## src/rtl/bcd_sub_if.sv

```systemverilog
// bcd_sub_if: request/result bundle between a requester and bcd_subtractor.
interface bcd_sub_if #(parameter int DIGITS = 3);
  logic                  start;
  logic [4*DIGITS-1:0]   in_1, in_2, out_1;
  logic                  neg, err, busy, done;
  modport master (output start, in_1, in_2, input out_1, neg, err, busy, done);
  modport slave (input start, in_1, in_2, output out_1, neg, err, busy, done);
endinterface

```

## src/rtl/bcd_subtractor.sv

```systemverilog
// bcd_subtractor: digit-serial packed-BCD subtractor, LSD first, one digit per clock.
// BCD_SUB_MAGNITUDE_EN: negative results get a complement pass so out_1 = |in_1 - in_2|.
module bcd_subtractor #(parameter int DIGITS = 3) (
  input logic clk,
  input logic rst_n,
  bcd_sub_if.slave bus
);
  localparam int W = 4*DIGITS;
  localparam logic [1:0] IDLE = 2'd0, SUB = 2'd1;
`ifdef BCD_SUB_MAGNITUDE_EN
  localparam logic [1:0] CPL = 2'd2;
`endif
  logic [1:0] state;
  logic [W-1:0] a, b, res, res_nx;
  logic [3:0] idx, dg;
  logic [4:0] dd;
  logic borrow, bad, in_bad, last, cpl_go, neg_fin;
  always_comb begin
    in_bad = 1'b0;
    for (int i = 0; i < DIGITS; i++)
      in_bad = in_bad | (bus.in_1[4*i+:4] > 4'd9) | (bus.in_2[4*i+:4] > 4'd9);
    dd = {1'b0, a[3:0]} - {1'b0, b[3:0]} - {4'd0, borrow};
    dg = dd[4] ? dd[3:0] + 4'd10 : dd[3:0];
    res_nx = (res >> 4) | (W'(dg) << (W-4));
    last = idx == 4'(DIGITS-1);
`ifdef BCD_SUB_MAGNITUDE_EN
    cpl_go = state == SUB && !bad && dd[4];
    neg_fin = !bad && (state == CPL || dd[4]);
`else
    cpl_go = 1'b0;
    neg_fin = !bad && dd[4];
`endif
  end
  always_ff @(posedge clk) begin
    if (!rst_n) begin
      state <= IDLE;
      a <= '0;
      b <= '0;
      res <= '0;
      idx <= '0;
      borrow <= 1'b0;
      bad <= 1'b0;
      bus.out_1 <= '0;
      bus.neg <= 1'b0;
      bus.err <= 1'b0;
      bus.busy <= 1'b0;
      bus.done <= 1'b0;
    end else begin
      bus.done <= 1'b0;
      if (state == IDLE) begin
        if (bus.start) begin
          a <= bus.in_1;
          b <= bus.in_2;
          bad <= in_bad;
          idx <= '0;
          borrow <= 1'b0;
          bus.busy <= 1'b1;
          state <= SUB;
        end
      end else begin
        a <= a >> 4;
        b <= b >> 4;
        res <= res_nx;
        borrow <= dd[4];
        idx <= idx + 4'd1;
        if (last && cpl_go) begin
          // rerun the same digit loop as 0 - raw to recover the magnitude
          a <= '0;
          b <= res_nx;
          idx <= '0;
          borrow <= 1'b0;
`ifdef BCD_SUB_MAGNITUDE_EN
          state <= CPL;
`endif
        end else if (last) begin
          bus.out_1 <= bad ? '0 : res_nx;
          bus.neg <= neg_fin;
          bus.err <= bad;
          bus.busy <= 1'b0;
          bus.done <= 1'b1;
          state <= IDLE;
        end
      end
    end
  end
endmodule

```

## src/flat_wrapper.sv

```systemverilog
// flat-port wrapper written by rule: the top's interface ports become plain ports
module bcd_subtractor_flat 
#(parameter int DIGITS = 3)
  (clk, rst_n, bus_start, bus_in_1, bus_in_2, bus_out_1, bus_neg, bus_err, bus_busy, bus_done);
  bcd_sub_if #(.DIGITS(DIGITS)) bus_i ();
  input logic clk;
  input logic rst_n;
  input wire logic [$bits(bus_i.start)-1:0] bus_start;
  input wire logic [$bits(bus_i.in_1)-1:0] bus_in_1;
  input wire logic [$bits(bus_i.in_2)-1:0] bus_in_2;
  output wire logic [$bits(bus_i.out_1)-1:0] bus_out_1;
  output wire logic [$bits(bus_i.neg)-1:0] bus_neg;
  output wire logic [$bits(bus_i.err)-1:0] bus_err;
  output wire logic [$bits(bus_i.busy)-1:0] bus_busy;
  output wire logic [$bits(bus_i.done)-1:0] bus_done;
  assign bus_i.start = bus_start;
  assign bus_i.in_1 = bus_in_1;
  assign bus_i.in_2 = bus_in_2;
  assign bus_out_1 = bus_i.out_1;
  assign bus_neg = bus_i.neg;
  assign bus_err = bus_i.err;
  assign bus_busy = bus_i.busy;
  assign bus_done = bus_i.done;
  bcd_subtractor #(.DIGITS(DIGITS)) u_core (.clk(clk), .rst_n(rst_n), .bus(bus_i));
endmodule
```

## config.mk

```make
export PLATFORM = sky130hd
export DESIGN_NAME = bcd_subtractor_flat
export DESIGN_NICKNAME = d
export VERILOG_FILES = /design/src/rtl/bcd_sub_if.sv /design/src/rtl/bcd_subtractor.sv /design/src/flat_wrapper.sv
export SDC_FILE = /design/constraint.sdc
export NUM_CORES = 1
export LEC_CHECK = 0
export ABC_AREA = 0
export CORE_MARGIN = 10
export CORE_UTILIZATION = 30
export DETAILED_ROUTE_END_ITERATION = 8
export PLACE_DENSITY_LB_ADDON = 0.05
export SETUP_SLACK_MARGIN = 0.15
export SLEW_MARGIN = 40
export SYNTH_ARGS = -nofsm -noshare
export SYNTH_HDL_FRONTEND = slang
export SYNTH_SLANG_ARGS = --single-unit
export TNS_END_PERCENT = 20
```

## constraint.sdc

```tcl
create_clock -name clk -period 7.1 [get_ports clk]
set_input_delay 1.42 -clock clk [delete_from_list [all_inputs] [get_ports clk]]
set_output_delay 1.42 -clock clk [all_outputs]
set_load 0.03 [all_outputs]
```

==> results.json <==
{
  "synth_fa_ha_area_frac": 0.0621,
  "cts-root-to-sink-buffers": 2,
  "seq_area_frac_synth": 0.439,
  "maxCapViolations": 0,
  "drtPass1Iterations": 4,
  "synth_compound_area_frac": 0.182,
  "vias_per_cell": 4.68,
  "drtIter0Drc": 73,
  "multiInputGateArea_um2": 1250,
  "rsz0062_at_grt": "no",
  "vias": 1822,
  "detail-route-antenna-nets": 0,
  "arrival_ps": 1690,
  "path_cells": "clkdlybuf4s50_1",
  "core_area_um2": 7850,
  "synth-edff-count": 0,
  "initial_core_util": 0.313,
  "syn_area_per_cell_um2": 9.88,
  "regArea_um2": 1080,
  "num_io_pins": 43,
  "muxShareOfSynthArea": 0.106,
  "rows": 32,
  "synthSimpleGateAreaFrac": 0.133,
  "finalSetupViolCount": 0,
  "grt_pass1_wl_um": 9600,
  "antenna_found_initial": 0,
  "post_cts_buffers": 0,
  "ys.flop_type": "dfxtp_1",
  "synth_area_leaders": "dfxtp_1 (44%), mux2i_1 (11%), o211a_1 (6.9%)",
  "routabilityCongestion": 0.705,
  "relSlewSlack": 0.632,
  "grtUsageTotal": 0.0919,
  "cts_buffers": 5,
  "status": "complete, no violations",
  "synth_area_leader_cell": "dfxtp_1",
  "synth.most_common_cell": "dfxtp_1",
  "vdd_drop_max_uv": 89.3,
  "syn_inst": 249,
  "worstMarginPinSlew_ps": 550,
  "grt_max_degree": 38,
  "critPathRequiredTime_ps": 5680,
  "port_buffers": 42,
  "numClockSinks": 54,
  "drc_errors": 0,
  "h-tree-depth": 2,
  "cp-start-kind": "register",
  "area_delta_synth_final_pct": 23.7,
  "fin_crit_ps": 3110,
  "cts_tree": "yes",
  "critPathBufInv": 1,
  "first_global_vias": 1915,
  "ys_async_sr_fraction": 0,
  "leakage_nw": 1.33,
  "path_max_fanout": 18,
  "grt_overflow": 0,
  "critPathTopFamily": "buffers and inverters",
  "fmax_ghz": 0.321,
  "cts_hold_buf": 0,
  "synth_top_area_frac": 0.439,
  "clkLatencyLatePin_ps": 310,
  "critPathSlowestCell": "clkdlybuf4s50_1",
  "path_class": "register to output pin",
  "syn_area_um2": 2460,
  "synthXorXnorAreaFrac": 0.0249,
  "dieArea_um2": 12200,
  "wl_per_cell_um": 14.2,
  "fill_cells": 829,
  "fin_nets": 324,
  "fp.dieW_um": 111,
  "n_antenna_cell": 0,
  "ys_ff_latch": 54,
  "finalMaxSlewViolations": 0,
  "hold_path.class": "register to register",
  "hold_violations": 0,
  "period_share": 0.438,
  "synth_warnings": 0,
  "cts_root_buffer": "clkbuf_8",
  "fin_tns_setup_ps": 0,
  "die-height_um": 111,
  "ctsResizeCount": 0,
  "endpoint_kind": "output pin",
  "finalClockSkew_ps": 9.11,
  "ys_top_cells_by_count": "dfxtp_1 (54), nand2_1 (27), mux2i_1 (26), o21ai_0 (18), o211a_1 (17)",
  "cp_slowest_stage_delay_ps": 770,
  "p_per_area_nw_per_um2": 214,
  "hpwlAfterDp_um": 3970,
  "synth_top_family_by_area": "compound AO/OA/AOI/OAI gates",
  "hold_ws_ps": 461,
  "drive_gt1_frac": 0.0523,
  "synth_cell_types": 34,
  "drt_wl_total_um": 5540,
  "synth_fp_nets": 287,
  "cts.clk_slew.worst_paths_ps": 110
}
==> per-stage QoR <==
step	setup slack (ps)	std cells	power, W	cell area, um^2	utilization
after CTS	3660	389	0.000664	3040	0.387
after detailed placement	4000	381	0.000481	2950	0.375
after global routing	3910	389	0.000697	3040	0.388
after global placement	3990	381	0.000481	2950	0.375
after floorplan	4790	249	0.000437	2460	-
final	3990	389	0.000652	3040	0.388
==> sequential cells by signal, summed over array words and instances, names as in the netlist <==
signal	cells
u_core.bus.err	1
u_core.res	8
u_core.bad	1
u_core.bus.done	1
u_core.idx	4
u_core.a	12
u_core.borrow	1
u_core.b	12
u_core.bus.out_1	12
u_core.bus.busy	1
u_core.bus.neg	1
==> routing by layer <==
layer	track usage	wire, um	vias up
li1	-	-	946
met1	0.120	2780	843
met2	0.141	2450	31
met3	0.0303	274	2
met4	0.0259	38	0
met5	0	0	-
==> kinds of logic (layout without fill, tap and decap cells) <==
kind of cell,Yosys count,in the layout
xor+xnor,7,7
flops,54,54
mux,26,26
fa+ha+maj,11,11
buf+inv,27,65
simple gates,64,64
compound gates,60,60
==> final cells by class <==
class | count | share of cell area
clock buffers | 5 | 0.0226
inverters | 13 | 0.0177
repair buffers | 44 | 0.143
clock inverters | 3 | 0.00864
flip-flops and latches | 54 | 0.356
multi-input cells | 168 | 0.410
well taps | 102 | 0.0420
==> worst paths after layout <==
check,from,endpoint,cells past startpoint,slack [ps]
worst max-delay path,u_core.bus.busy,bus_busy,1,3990
worst min-delay path,u_core.bus.neg,u_core.bus.neg,2,460
worst max register to register,u_core.borrow,u_core.res[10],9,4530
worst min register to register,u_core.bus.neg,u_core.bus.neg,2,460
==> placed cells by master (no fill, tap or decap), drive strengths merged <==
cell type       n
a211oi          1
a21oi           5
a22o            8
a22oi           2
and2            3
and3b           1
buf             2
clkbuf          5
clkdlybuf4s50  42
clkinv          3
dfxtp          54
fa              2
ha              9
inv            13
mux2i          26
nand2          27
nand2b          1
nand3           4
nand3b          2
nand4           1
nor2           11
nor2b          12
nor3b           1
nor4b           1
o211a          17
o211ai          4
o21ai          18
o21bai          1
o221a           1
o22ai           2
o31ai           1
xnor2           3
xor2            4
==> where the power goes <==
part,internal (W),total (W),switching (W)
clock,0.0000716,0.000181,0.000109
sequential,0.000320,0.000334,0.0000139
combinational,0.0000650,0.000137,0.0000720
No activity file was read; power rests on OpenSTA's default activity.
